## src/rtl/gpu_instr_pkg.sv

```systemverilog
`default_nettype none
// ============================================================================
// Module : gpu_instr_pkg
// Brief  : Draw-instruction field widths, packed instruction layout and
//          pack/unpack helpers shared by the command decoder, the instruction
//          queue and the raster engines. The queue itself is field-agnostic
//          and only uses INSTR_BITS.
// Rev    : 1.0  initial release
// ============================================================================
package gpu_instr_pkg;

    // Field widths mirrored from gpu_definitions
    localparam int WIDTH_BITS   = 10;   // x coordinates
    localparam int HEIGHT_BITS  = 10;   // y coordinates
    localparam int CHANNEL_BITS = 8;    // one colour channel
    localparam int OPCODE_BITS  = 4;
    localparam int RAD_BITS     = 8;
    localparam int OCT_BITS     = 3;

    localparam int INSTR_BITS = OCT_BITS + 3 * CHANNEL_BITS + RAD_BITS
                              + 2 * HEIGHT_BITS + 2 * WIDTH_BITS + OPCODE_BITS;

    // MSB..LSB: oct, b, g, r, rad, y2, x2, y1, x1, opcode
    typedef struct packed {
        logic [OCT_BITS-1:0]     oct;
        logic [CHANNEL_BITS-1:0] b;
        logic [CHANNEL_BITS-1:0] g;
        logic [CHANNEL_BITS-1:0] r;
        logic [RAD_BITS-1:0]     rad;
        logic [HEIGHT_BITS-1:0]  y2;
        logic [WIDTH_BITS-1:0]   x2;
        logic [HEIGHT_BITS-1:0]  y1;
        logic [WIDTH_BITS-1:0]   x1;
        logic [OPCODE_BITS-1:0]  opcode;
    } gpu_instr_t;

    function automatic logic [INSTR_BITS-1:0] pack_instr(input gpu_instr_t s);
        return s;
    endfunction

    function automatic gpu_instr_t unpack_instr(input logic [INSTR_BITS-1:0] w);
        return gpu_instr_t'(w);
    endfunction

endpackage
`default_nettype wire

```

## src/rtl/gpu_fifo_ctrl.sv

```systemverilog
`default_nettype none
// ============================================================================
// Module : gpu_fifo_ctrl
// Brief  : Pointer / occupancy / status controller for the instruction queue.
//          Decides which push and pop requests are accepted and keeps the
//          sticky overflow and underflow flags.
// Ports  : clk, n_rst           clock, async active-low reset
//          push_i, pop_i        requests from producer / consumer
//          flush_i              discard all entries (highest priority)
//          clear_err_i          clear sticky flags
//          wr_en_o, wr_ptr_o    storage write strobe and address
//          rd_ptr_o             head address
//          empty_o, full_o, almost_full_o, count_o   occupancy status
//          overflow_o, underflow_o                   sticky error flags
// Rev    : 1.0  initial release
// ============================================================================
module gpu_fifo_ctrl #(
    parameter int DEPTH     = 8,
    parameter int AF_THRESH = 6,
    parameter int PTR_BITS  = $clog2(DEPTH)
) (
    input  logic                clk,
    input  logic                n_rst,
    input  logic                push_i,
    input  logic                pop_i,
    input  logic                flush_i,
    input  logic                clear_err_i,
    output logic                wr_en_o,
    output logic [PTR_BITS-1:0] wr_ptr_o,
    output logic [PTR_BITS-1:0] rd_ptr_o,
    output logic                empty_o,
    output logic                full_o,
    output logic                almost_full_o,
    output logic [PTR_BITS:0]   count_o,
    output logic                overflow_o,
    output logic                underflow_o
);

    localparam logic [PTR_BITS:0]   C_DEPTH   = (PTR_BITS+1)'(DEPTH);
    localparam logic [PTR_BITS:0]   C_AF      = (PTR_BITS+1)'(AF_THRESH);
    localparam logic [PTR_BITS:0]   C_CNT_ONE = (PTR_BITS+1)'(1);
    localparam logic [PTR_BITS-1:0] C_PTR_ONE = PTR_BITS'(1);

    logic [PTR_BITS-1:0] wr_ptr_q, wr_ptr_d;
    logic [PTR_BITS-1:0] rd_ptr_q, rd_ptr_d;
    logic [PTR_BITS:0]   count_q,  count_d;
    logic                overflow_q,  overflow_d;
    logic                underflow_q, underflow_d;

    logic w_pop_acc;
    logic w_push_acc;

    // Status comes only from registered count, so push_i never reaches full_o.
    assign empty_o       = (count_q == '0);
    assign full_o        = (count_q == C_DEPTH);
    assign almost_full_o = (count_q >= C_AF);

    // A pop on full frees the slot the push writes, so both may be accepted.
    assign w_pop_acc  = pop_i & ~empty_o & ~flush_i;
    assign w_push_acc = push_i & ~flush_i & (~full_o | w_pop_acc);

    always_comb begin
        wr_ptr_d    = wr_ptr_q;
        rd_ptr_d    = rd_ptr_q;
        count_d     = count_q;
        overflow_d  = overflow_q;
        underflow_d = underflow_q;

        if (flush_i) begin
            wr_ptr_d = '0;
            rd_ptr_d = '0;
            count_d  = '0;
        end else begin
            if (w_push_acc) wr_ptr_d = wr_ptr_q + C_PTR_ONE;
            if (w_pop_acc)  rd_ptr_d = rd_ptr_q + C_PTR_ONE;
            case ({w_push_acc, w_pop_acc})
                2'b10:   count_d = count_q + C_CNT_ONE;
                2'b01:   count_d = count_q - C_CNT_ONE;
                default: count_d = count_q;
            endcase
        end

        // Clear first so a same-cycle error event keeps the flag set.
        if (clear_err_i) begin
            overflow_d  = 1'b0;
            underflow_d = 1'b0;
        end
        if (push_i & ~flush_i & ~w_push_acc) overflow_d  = 1'b1;
        if (pop_i  & ~flush_i & empty_o)     underflow_d = 1'b1;
    end

    always_ff @(posedge clk or negedge n_rst) begin
        if (!n_rst) begin
            wr_ptr_q    <= '0;
            rd_ptr_q    <= '0;
            count_q     <= '0;
            overflow_q  <= 1'b0;
            underflow_q <= 1'b0;
        end else begin
            wr_ptr_q    <= wr_ptr_d;
            rd_ptr_q    <= rd_ptr_d;
            count_q     <= count_d;
            overflow_q  <= overflow_d;
            underflow_q <= underflow_d;
        end
    end

    assign wr_en_o     = w_push_acc;
    assign wr_ptr_o    = wr_ptr_q;
    assign rd_ptr_o    = rd_ptr_q;
    assign count_o     = count_q;
    assign overflow_o  = overflow_q;
    assign underflow_o = underflow_q;

endmodule
`default_nettype wire

```

## src/rtl/gpu_instr_queue.sv

```systemverilog
`default_nettype none
// ============================================================================
// Module : gpu_instr_queue
// Brief  : Show-ahead instruction queue between the command decoder and the
//          raster engines. Holds the storage array and head read mux; all
//          control lives in gpu_fifo_ctrl.
// Ports  : clk, n_rst                  clock, async active-low reset
//          push_i, wr_data_i           write request and instruction word
//          pop_i                       consume head entry
//          flush_i, clear_err_i        discard all / clear sticky flags
//          rd_data_o                   head entry, 0 when empty
//          empty_o, full_o, almost_full_o, count_o   occupancy status
//          overflow_o, underflow_o     sticky error flags
// Rev    : 1.0  initial release
// ============================================================================
module gpu_instr_queue
    import gpu_instr_pkg::*;
#(
    parameter int   WIDTH     = INSTR_BITS,
    parameter int   DEPTH     = 8,
    parameter int   AF_THRESH = 6,
    localparam int  PTR_BITS  = $clog2(DEPTH)
) (
    input  logic               clk,
    input  logic               n_rst,
    input  logic               push_i,
    input  logic [WIDTH-1:0]   wr_data_i,
    input  logic               pop_i,
    input  logic               flush_i,
    input  logic               clear_err_i,
    output logic [WIDTH-1:0]   rd_data_o,
    output logic               empty_o,
    output logic               full_o,
    output logic               almost_full_o,
    output logic [PTR_BITS:0]  count_o,
    output logic               overflow_o,
    output logic               underflow_o
);

    logic                wr_en;
    logic [PTR_BITS-1:0] wr_ptr;
    logic [PTR_BITS-1:0] rd_ptr;

    // Storage is deliberately not reset; validity is tracked by the count.
    logic [WIDTH-1:0] mem_q [DEPTH];

    gpu_fifo_ctrl #(
        .DEPTH     (DEPTH),
        .AF_THRESH (AF_THRESH),
        .PTR_BITS  (PTR_BITS)
    ) u_ctrl (
        .clk           (clk),
        .n_rst         (n_rst),
        .push_i        (push_i),
        .pop_i         (pop_i),
        .flush_i       (flush_i),
        .clear_err_i   (clear_err_i),
        .wr_en_o       (wr_en),
        .wr_ptr_o      (wr_ptr),
        .rd_ptr_o      (rd_ptr),
        .empty_o       (empty_o),
        .full_o        (full_o),
        .almost_full_o (almost_full_o),
        .count_o       (count_o),
        .overflow_o    (overflow_o),
        .underflow_o   (underflow_o)
    );

    always_ff @(posedge clk) begin
        if (wr_en) mem_q[wr_ptr] <= wr_data_i;
    end

    // Masking on empty hides stale storage after reset or flush.
    assign rd_data_o = empty_o ? '0 : mem_q[rd_ptr];

endmodule
`default_nettype wire

```

## config.mk

```make
export PLATFORM = sky130hd
export DESIGN_NAME = gpu_instr_queue
export DESIGN_NICKNAME = d
export VERILOG_FILES = /design/src/rtl/gpu_instr_pkg.sv /design/src/rtl/gpu_fifo_ctrl.sv /design/src/rtl/gpu_instr_queue.sv
export SDC_FILE = /design/constraint.sdc
export NUM_CORES = 1
export LEC_CHECK = 0
export CORE_UTILIZATION = 55
export CTS_BUF_LIST = sky130_fd_sc_hd__clkbuf_4
export DETAILED_ROUTE_END_ITERATION = 8
export GPL_TIMING_DRIVEN = 0
export MAX_ROUTING_LAYER = met4
export PLACE_DENSITY = 0.84
export SETUP_SLACK_MARGIN = 0.4
export SYNTH_ARGS = -nofsm -noshare
export SYNTH_HDL_FRONTEND = slang
export SYNTH_SLANG_ARGS = --single-unit
```

## constraint.sdc

```tcl
create_clock -name clk -period 9.47 [get_ports clk]
set_clock_uncertainty 0.1 [all_clocks]
set_input_delay 1.894 -clock clk [delete_from_list [all_inputs] [get_ports clk]]
set_output_delay 1.894 -clock clk [all_outputs]
set_load 0.1 [all_outputs]
```

==> impl_metrics.tcl, run 1 <==
set metrics [dict create \
    start_util 0.558 \
    cpPeakStageDelay_ps 1190 \
    area_growth_pct 21.2 \
    synthMuxAreaShare 0.176 \
    yosysTopAreaCell "edfxtp_1" \
    worst_path_max_delay_cell "clkdlybuf4s50_1" \
    clock_power_share 0.252 \
    dp_hpwl_um 33200 \
    fin_nets 1567 \
    outcome "finished, final reports clean" \
    io_buffers 170 \
    syn_area_per_cell_um2 22.6 \
    critPathTopFamily "buffers and inverters" \
    grt_pass1_wl_um 79300 \
    wirelength_um 52300 \
    synthArstFlopShare 0.0186 \
    min_path_cells 2 \
    coreArea_mm2 0.0443 \
    die-area_mm2 0.0458 \
    routabilityCongestion 0.809 \
    cts_root_buffer "clkbuf_4" \
    drc 0 \
    htreeDepth 4 \
    layout-drive-gt1-share 0.314 \
    globalRoute.totalOverflow 0 \
    p_sw_frac 0.395 \
    synth_adder_area_share 0.00283 \
    post-place-ws_ps 4130 \
    row_count 77 \
    postRouteAntennaNets 0 \
    min_path_type "reg2reg" \
    drtIter0Drc 1106 \
    min_period_over_period 0.655 \
    fin_tns_setup_ps 0 \
    synth_edf_count 632 \
    period_minus_slack_ps 6200 \
    syn_nets 1186 \
    rsz0062_at_grt "false" \
    max_freq_mhz 161 \
    leakage_uw 0.00962 \
    crit_top_cell "buf_2" \
    setup_viol 0 \
    ff2ff_path_depth 8 \
    worst-path-max-fanout 10 \
    antenna_found_initial 10 \
    peakVddDrop_mv 0.256 \
    cts_sinks 644 \
    vias 12500 \
    ys.flop_type "edfxtp_1" \
    clk_path_buf_depth 3 \
    drv_slew 0 \
    p_switching_uw 3520 \
    drtPass1Iterations 5 \
    critical_path_class "reg2out" \
    syn_inst 1096 \
    worstSetupEndpointType "output pin" \
    power_frac_seq 0.364 \
    drt-met1-wl_um 20200 \
    fp.dieH_um 214 \
    worstMarginPinSlew_ps 1120 \
    power_uw 8910 \
    dr_wl_met3_um 3770 \
    synth_compound_area_frac 0.00581 \
    synth_area_leaders "edfxtp_1, mux4_2, mux2i_1, nor2_1, dfrtp_1" \
    pwr-share-comb 0.384 \
    synth_xor_area_frac 0.00248 \
    cts_resized 0 \
    yosysSeqAreaShare 0.779 \
    synth_top_area_frac 0.767 \
    grt_usage 0.243 \
    path_cells "buf_2 -> buf_2 -> clkbuf_1 -> mux4_2 -> mux2i_1 -> nor2_1 -> clkdlybuf4s50_1" \
    fin_ws_ps 3270 \
    netlist_area_mm2 0.0247 \
    place_area_mm2 0.0280 \
    grt_max_degree 26 \
    ys_ff_latch 644 \
    p_int_uw 5390 \
    clkLatencyLatePin_ps 860 \
    met2_length_um 27300 \
    synth-simple-area-share 0.0208 \
    power.density_mw_per_mm2 297 \
    crit_buf_inv 4 \
    critPathArrivalTime_ps 4210 \
    viasPerCell 5.67 \
    cts_setup_buffers 0 \
    cp.depth 7 \
    hold_viol 0 \
    postCtsHoldBufs 0 \
    yosys_warnings 0 \
    wl_per_cell_um 23.8 \
    io_pins 173 \
    relSlewSlack 0.251 \
    die_x_um 214 \
    grt_pass1_vias 13400 \
    highest_layer "met4" \
    fin_area_mm2 0.0300 \
    cp.required_ps 7480 \
    cts_tree "yes" \
    start_kind "flop" \
    synth.distinct_cells 41 \
    synth_top_family_by_area "multiplexers" \
    drv_cap 0 \
    clk_pin_slew_ps 70 \
    cts_buffers 157 \
]
cell usage after synthesis (2+ instances only):
cell / n
xor2_1: 5
nor3_1: 6
a21oi_1: 2
o211ai_1: 3
a211oi_1: 2
xnor2_1: 2
mux2i_1: 80
nor4b_1: 2
buf_2: 27
ha_1: 4
buf_4: 11
nor2_1: 90
nand2b_1: 4
buf_1: 12
dfrtp_1: 12
edfxtp_1: 632
nand3b_1: 4
inv_1: 3
clkbuf_1: 11
nand2_1: 5
mux4_2: 158
nand3_1: 2
stage by stage:
step / hold slack (ps) / cells / utilization
floorplan: 498 / 1096 / -
global placement: 402 / 1858 / 0.614
detailed placement: 425 / 1910 / 0.631
CTS: 440 / 2189 / 0.676
global route: 489 / 2199 / 0.677
finish: 444 / 2200 / 0.677
worst paths after layout:
| kind | slack (ps) | startpoint | end |
|---|---|---|---|
| min in group asynchronous | 1310 | n_rst | u_ctrl.count_o[2]$_DFFE_PN0P_ |
| worst max register to register | 6310 | u_ctrl.count_o[1]$_DFFE_PN0P_ | mem_q[4][51]$_DFFE_PP_ |
| worst min-delay path | 440 | u_ctrl.overflow_o$_DFFE_PN0P_ | u_ctrl.overflow_o$_DFFE_PN0P_ |
| worst min register to register | 440 | u_ctrl.overflow_o$_DFFE_PN0P_ | u_ctrl.overflow_o$_DFFE_PN0P_ |
| max in group asynchronous | 7550 | n_rst | u_ctrl.count_o[3]$_DFFE_PN0P_ |
| worst max-delay path | 3270 | u_ctrl.rd_ptr_o[1]$_DFFE_PN0P_ | rd_data_o[66] |
placed cells by master, fill, tap and decap left out, types with 2 or more instances in the layout:
master             n
clkinv_2          12
dfrtp_1           12
inv_2              2
mux4_2           158
nor3_2             3
ha_1               4
clkbuf_1          11
nand3b_1           4
buf_6             27
xor2_1             5
nor3_1             3
diode_2           11
nor2_4             3
a21oi_1            2
clkdlybuf4s50_1  170
nand3_1            2
inv_1              3
mux2i_1           80
nand2_1            5
clkinv_1          38
edfxtp_1         632
a211oi_1           2
buf_2             27
nand2b_1           4
buf_1             12
buf_8             13
bufinv_16          4
xnor2_1            2
clkbuf_4         224
buf_12             9
buf_4             14
o211ai_1           3
nor2_1            87
per-layer routing:
| metal | GRT usage | vias up |
|---|---|---|
| met3 | 0.0594 | 72 |
| li1 | - | 5468 |
| met1 | 0.302 | 6414 |
| met2 | 0.393 | 517 |
| met5 | - | - |
| met4 | 0.0845 | 0 |
sequential cells by signal, summed over array words and instances (netlist names):
register            flops
u_ctrl.rd_ptr_o         3
u_ctrl.wr_ptr_o         3
u_ctrl.overflow_o       1
u_ctrl.underflow_o      1
u_ctrl.count_o          4
mem_q                 632
layout make-up:
type	instances	area, um^2
timing repair buffer	222	2400
buffer	61	304
clock buffer	224	1680
clock inverter	55	327
inverter	4	15.0
sequential	644	19300
multi-input combinational	387	5220
tap	592	741
antenna	11	27.5
fill	2802	14300
worst reg2reg max path, delay by kind of cell, from the launching register on:
kind	cells	cell delay [ps]
AND/OR/NAND/NOR	2	680
buffers and inverters	5	890
flip-flops	1	500
AO/OA/AOI/OAI	1	710
power groups by stage:
stage | clock network (uW) | registers [uW] | logic, uW
after floorplan | 0 | 3360 | 2550
after global placement | 0 | 3320 | 3400
after detailed placement | 0 | 3300 | 3450
after CTS | 2300 | 3240 | 3460
after global routing | 2450 | 3240 | 3560
final | 2250 | 3240 | 3420
cell families after synthesis:
family                   after synthesis
flip-flops                           644
AND/OR/NAND/NOR                      119
AO/OA/AOI/OAI                         18
buffers and inverters                 65
adder cells (fa/ha/maj)                5
XOR/XNOR                               7
multiplexers                         238
Note: power is estimated with default switching activity, not from simulation.
==> inputs of run 2 (changes only) <==
--- a/config.mk
+++ b/config.mk
@@ -10,7 +10,7 @@
 export DETAILED_ROUTE_END_ITERATION = 8
 export GPL_TIMING_DRIVEN = 0
 export MAX_ROUTING_LAYER = met4
-export PLACE_DENSITY = 0.84
+export PLACE_DENSITY = 0.81
 export SETUP_SLACK_MARGIN = 0.4
 export SYNTH_ARGS = -nofsm -noshare
 export SYNTH_HDL_FRONTEND = slang
==> constraint.sdc (replaced) <==
create_clock -name clk -period 6.1 [get_ports clk]
set_clock_uncertainty 0.1 [all_clocks]
set_input_delay 1.22 -clock clk [delete_from_list [all_inputs] [get_ports clk]]
set_output_delay 1.22 -clock clk [all_outputs]
set_load 0.1 [all_outputs]
==> run 2 against run 1 <==
Cell count decreased by 0.27%. Flip-flop and latch count did not move. Power grew 53%. Register-to-register slack got worse by 3400 ps. Via count increased by 0.52%. Combinational power is 56% higher. Global-route usage down 0.32 points. Final area hardly changed. Critical path depth is the same. First-iteration DRC count decreased by 6.4%. Sequential power rose by 55%.
==> impl_metrics.tcl, run 2 (synthesized netlist as in run 1, its figures left out) <==
set metrics [dict create \
    relSlewSlack 0.240 \
    cts_root_buffer "clkbuf_4" \
    cpPeakStageDelay_ps 1200 \
    power_uw 13700 \
    critical_path_class "reg2out" \
    cts_tree "yes" \
    htreeDepth 4 \
    hold_viol 0 \
    io_buffers 170 \
    peakVddDrop_mv 0.419 \
    critPathArrivalTime_ps 4200 \
    grt_max_degree 26 \
    viasPerCell 5.71 \
    final_cell_mix "edfxtp_1, clkbuf_4, clkdlybuf4s50_1" \
    drc 0 \
    power.density_mw_per_mm2 456 \
    drtPass1Iterations 5 \
    drv_slew 0 \
    p_sw_frac 0.399 \
    max_freq_mhz 181 \
    clk_pin_slew_ps 70 \
    wirelength_um 51900 \
    fillCellCount 2834 \
    regMostFlops "mem_q" \
    layout-drive-gt1-share 0.308 \
    multi_input_area_mm2 0.00522 \
    io_pins 173 \
    grt_usage 0.240 \
    row_count 77 \
    globalRoute.totalOverflow 0 \
    min_period_over_period 0.904 \
    area_growth_pct 21.1 \
    p_switching_uw 5450 \
    worstSetupEndpointType "output pin" \
    drv_cap 0 \
    largest_reg_flops 632 \
    antenna_found_initial 6 \
    cts_setup_buffers 0 \
    die_x_um 214 \
    drtIter0Drc 1035 \
    clkLatencyLatePin_ps 840 \
    place_area_mm2 0.0281 \
    p_int_uw 8220 \
    fp.dieH_um 214 \
    fin_nets 1566 \
    start_kind "flop" \
    grt_pass1_wl_um 77900 \
    routabilityCongestion 0.744 \
    grt_pass1_vias 13400 \
    clk_path_buf_depth 3 \
    pwr-share-comb 0.390 \
    dp_hpwl_um 33700 \
    start_util 0.558 \
    min_path_type "reg2reg" \
    cts_buffers 154 \
    clock_power_share 0.242 \
    vias 12500 \
    power_frac_seq 0.368 \
    period_minus_slack_ps 5520 \
    setup_viol 0 \
    worst-path-max-fanout 10 \
    cp.required_ps 4780 \
    wl_per_cell_um 23.7 \
    outcome "finished, final reports clean" \
    mostFrequentLayoutCell "edfxtp_1" \
    cts_sinks 644 \
    die-area_mm2 0.0458 \
    leakage_uw 0.00961 \
    postRouteAntennaNets 0 \
    regArea_mm2 0.0193 \
    crit_top_cell "buf_2" \
    rsz0062_at_grt "false" \
    worst_path_max_delay_cell "clkdlybuf4s50_1" \
    coreArea_mm2 0.0443 \
    path_cells "buf_2 -> buf_2 -> buf_1 -> mux4_2 -> mux2i_1 -> nor2_1 -> clkdlybuf4s50_1" \
    fin_area_mm2 0.0300 \
    worstMarginPinSlew_ps 1140 \
]
## run 2: cell count changes in the layout (fill, tap and decap cells not counted), sizes merged
cell           change
bufinv             -3
clkbuf             -3
clkinv             -3
diode              -3
buf                +2
clkdlybuf4s50      -2
clkinvlp           +2
dlymetal6s2s       +2
inv                +2
## run 2: worst paths after layout
path / from / cells after the start / slack [ps] / end
min in group asynchronous: n_rst / 1 / 630 / u_ctrl.wr_ptr_o[2]$_DFFE_PN0P_
max reg2reg: u_ctrl.count_o[1]$_DFFE_PN0P_ / 7 / 2890 / mem_q[4][53]$_DFFE_PP_
min reg2reg: u_ctrl.overflow_o$_DFFE_PN0P_ / 2 / 450 / u_ctrl.overflow_o$_DFFE_PN0P_
max: u_ctrl.rd_ptr_o[1]$_DFFE_PN0P_ / 7 / 580 / rd_data_o[61]
min: u_ctrl.overflow_o$_DFFE_PN0P_ / 2 / 450 / u_ctrl.overflow_o$_DFFE_PN0P_
max in group asynchronous: n_rst / 1 / 4880 / u_ctrl.rd_ptr_o[1]$_DFFE_PN0P_
## run 2: repair_timing
action / 4_1_cts / 5_1_grt
gates resized for setup: 0 / 2
hold buffers: 0 / 0
setup endpoints to repair: 0 / 2
## run 2: cell type report
type / instances / area share
sequential: 644 / 0.643
multi-input combinational: 387 / 0.174
timing repair buffer: 224 / 0.0837
clock buffer: 221 / 0.0553
tap: 592 / 0.0247
buffer: 61 / 0.0101
clock inverter: 53 / 0.00785
antenna: 8 / 0.000668
inverter: 4 / 0.000501
## run 2: power by group through the flow
stage / Clock (uW) / Combinational [uW] / Sequential (uW)
finish: 3320 / 5330 / 5030
detailed placement: 0 / 5370 / 5130
CTS: 3390 / 5390 / 5030
floorplan: 0 / 3950 / 5210
global placement: 0 / 5290 / 5150
global route: 3620 / 5540 / 5040
## run 2: per-layer routing
layer	global-route usage	wire length [um]	share of wire
met3	0.0593	3440	0.066
met1	0.296	20900	0.40
met5	-	0	0
met4	0.0910	1130	0.022
met2	0.386	26400	0.51
## run 2: worst max-delay path, delay by kind of cell, from the launching register on
| family | cells | cell delay (ps) |
|---|---|---|
| buf+inv | 4 | 2330 |
| mux | 2 | 410 |
| flops | 1 | 340 |
| simple gates | 1 | 290 |
## run 2: stage by stage
step,util,setup TNS (ps),instances,worst slack [ps],hold WS [ps]
2_1_floorplan,-,-572910,1096,-1880,498
3_3_place_gp,0.614,-2821330,1858,-7520,403
3_5_place_dp,0.633,0,1912,1370,435
4_1_cts,0.676,0,2186,432,447
5_1_grt,0.676,0,2192,407,474
6_report,0.676,0,2194,584,445
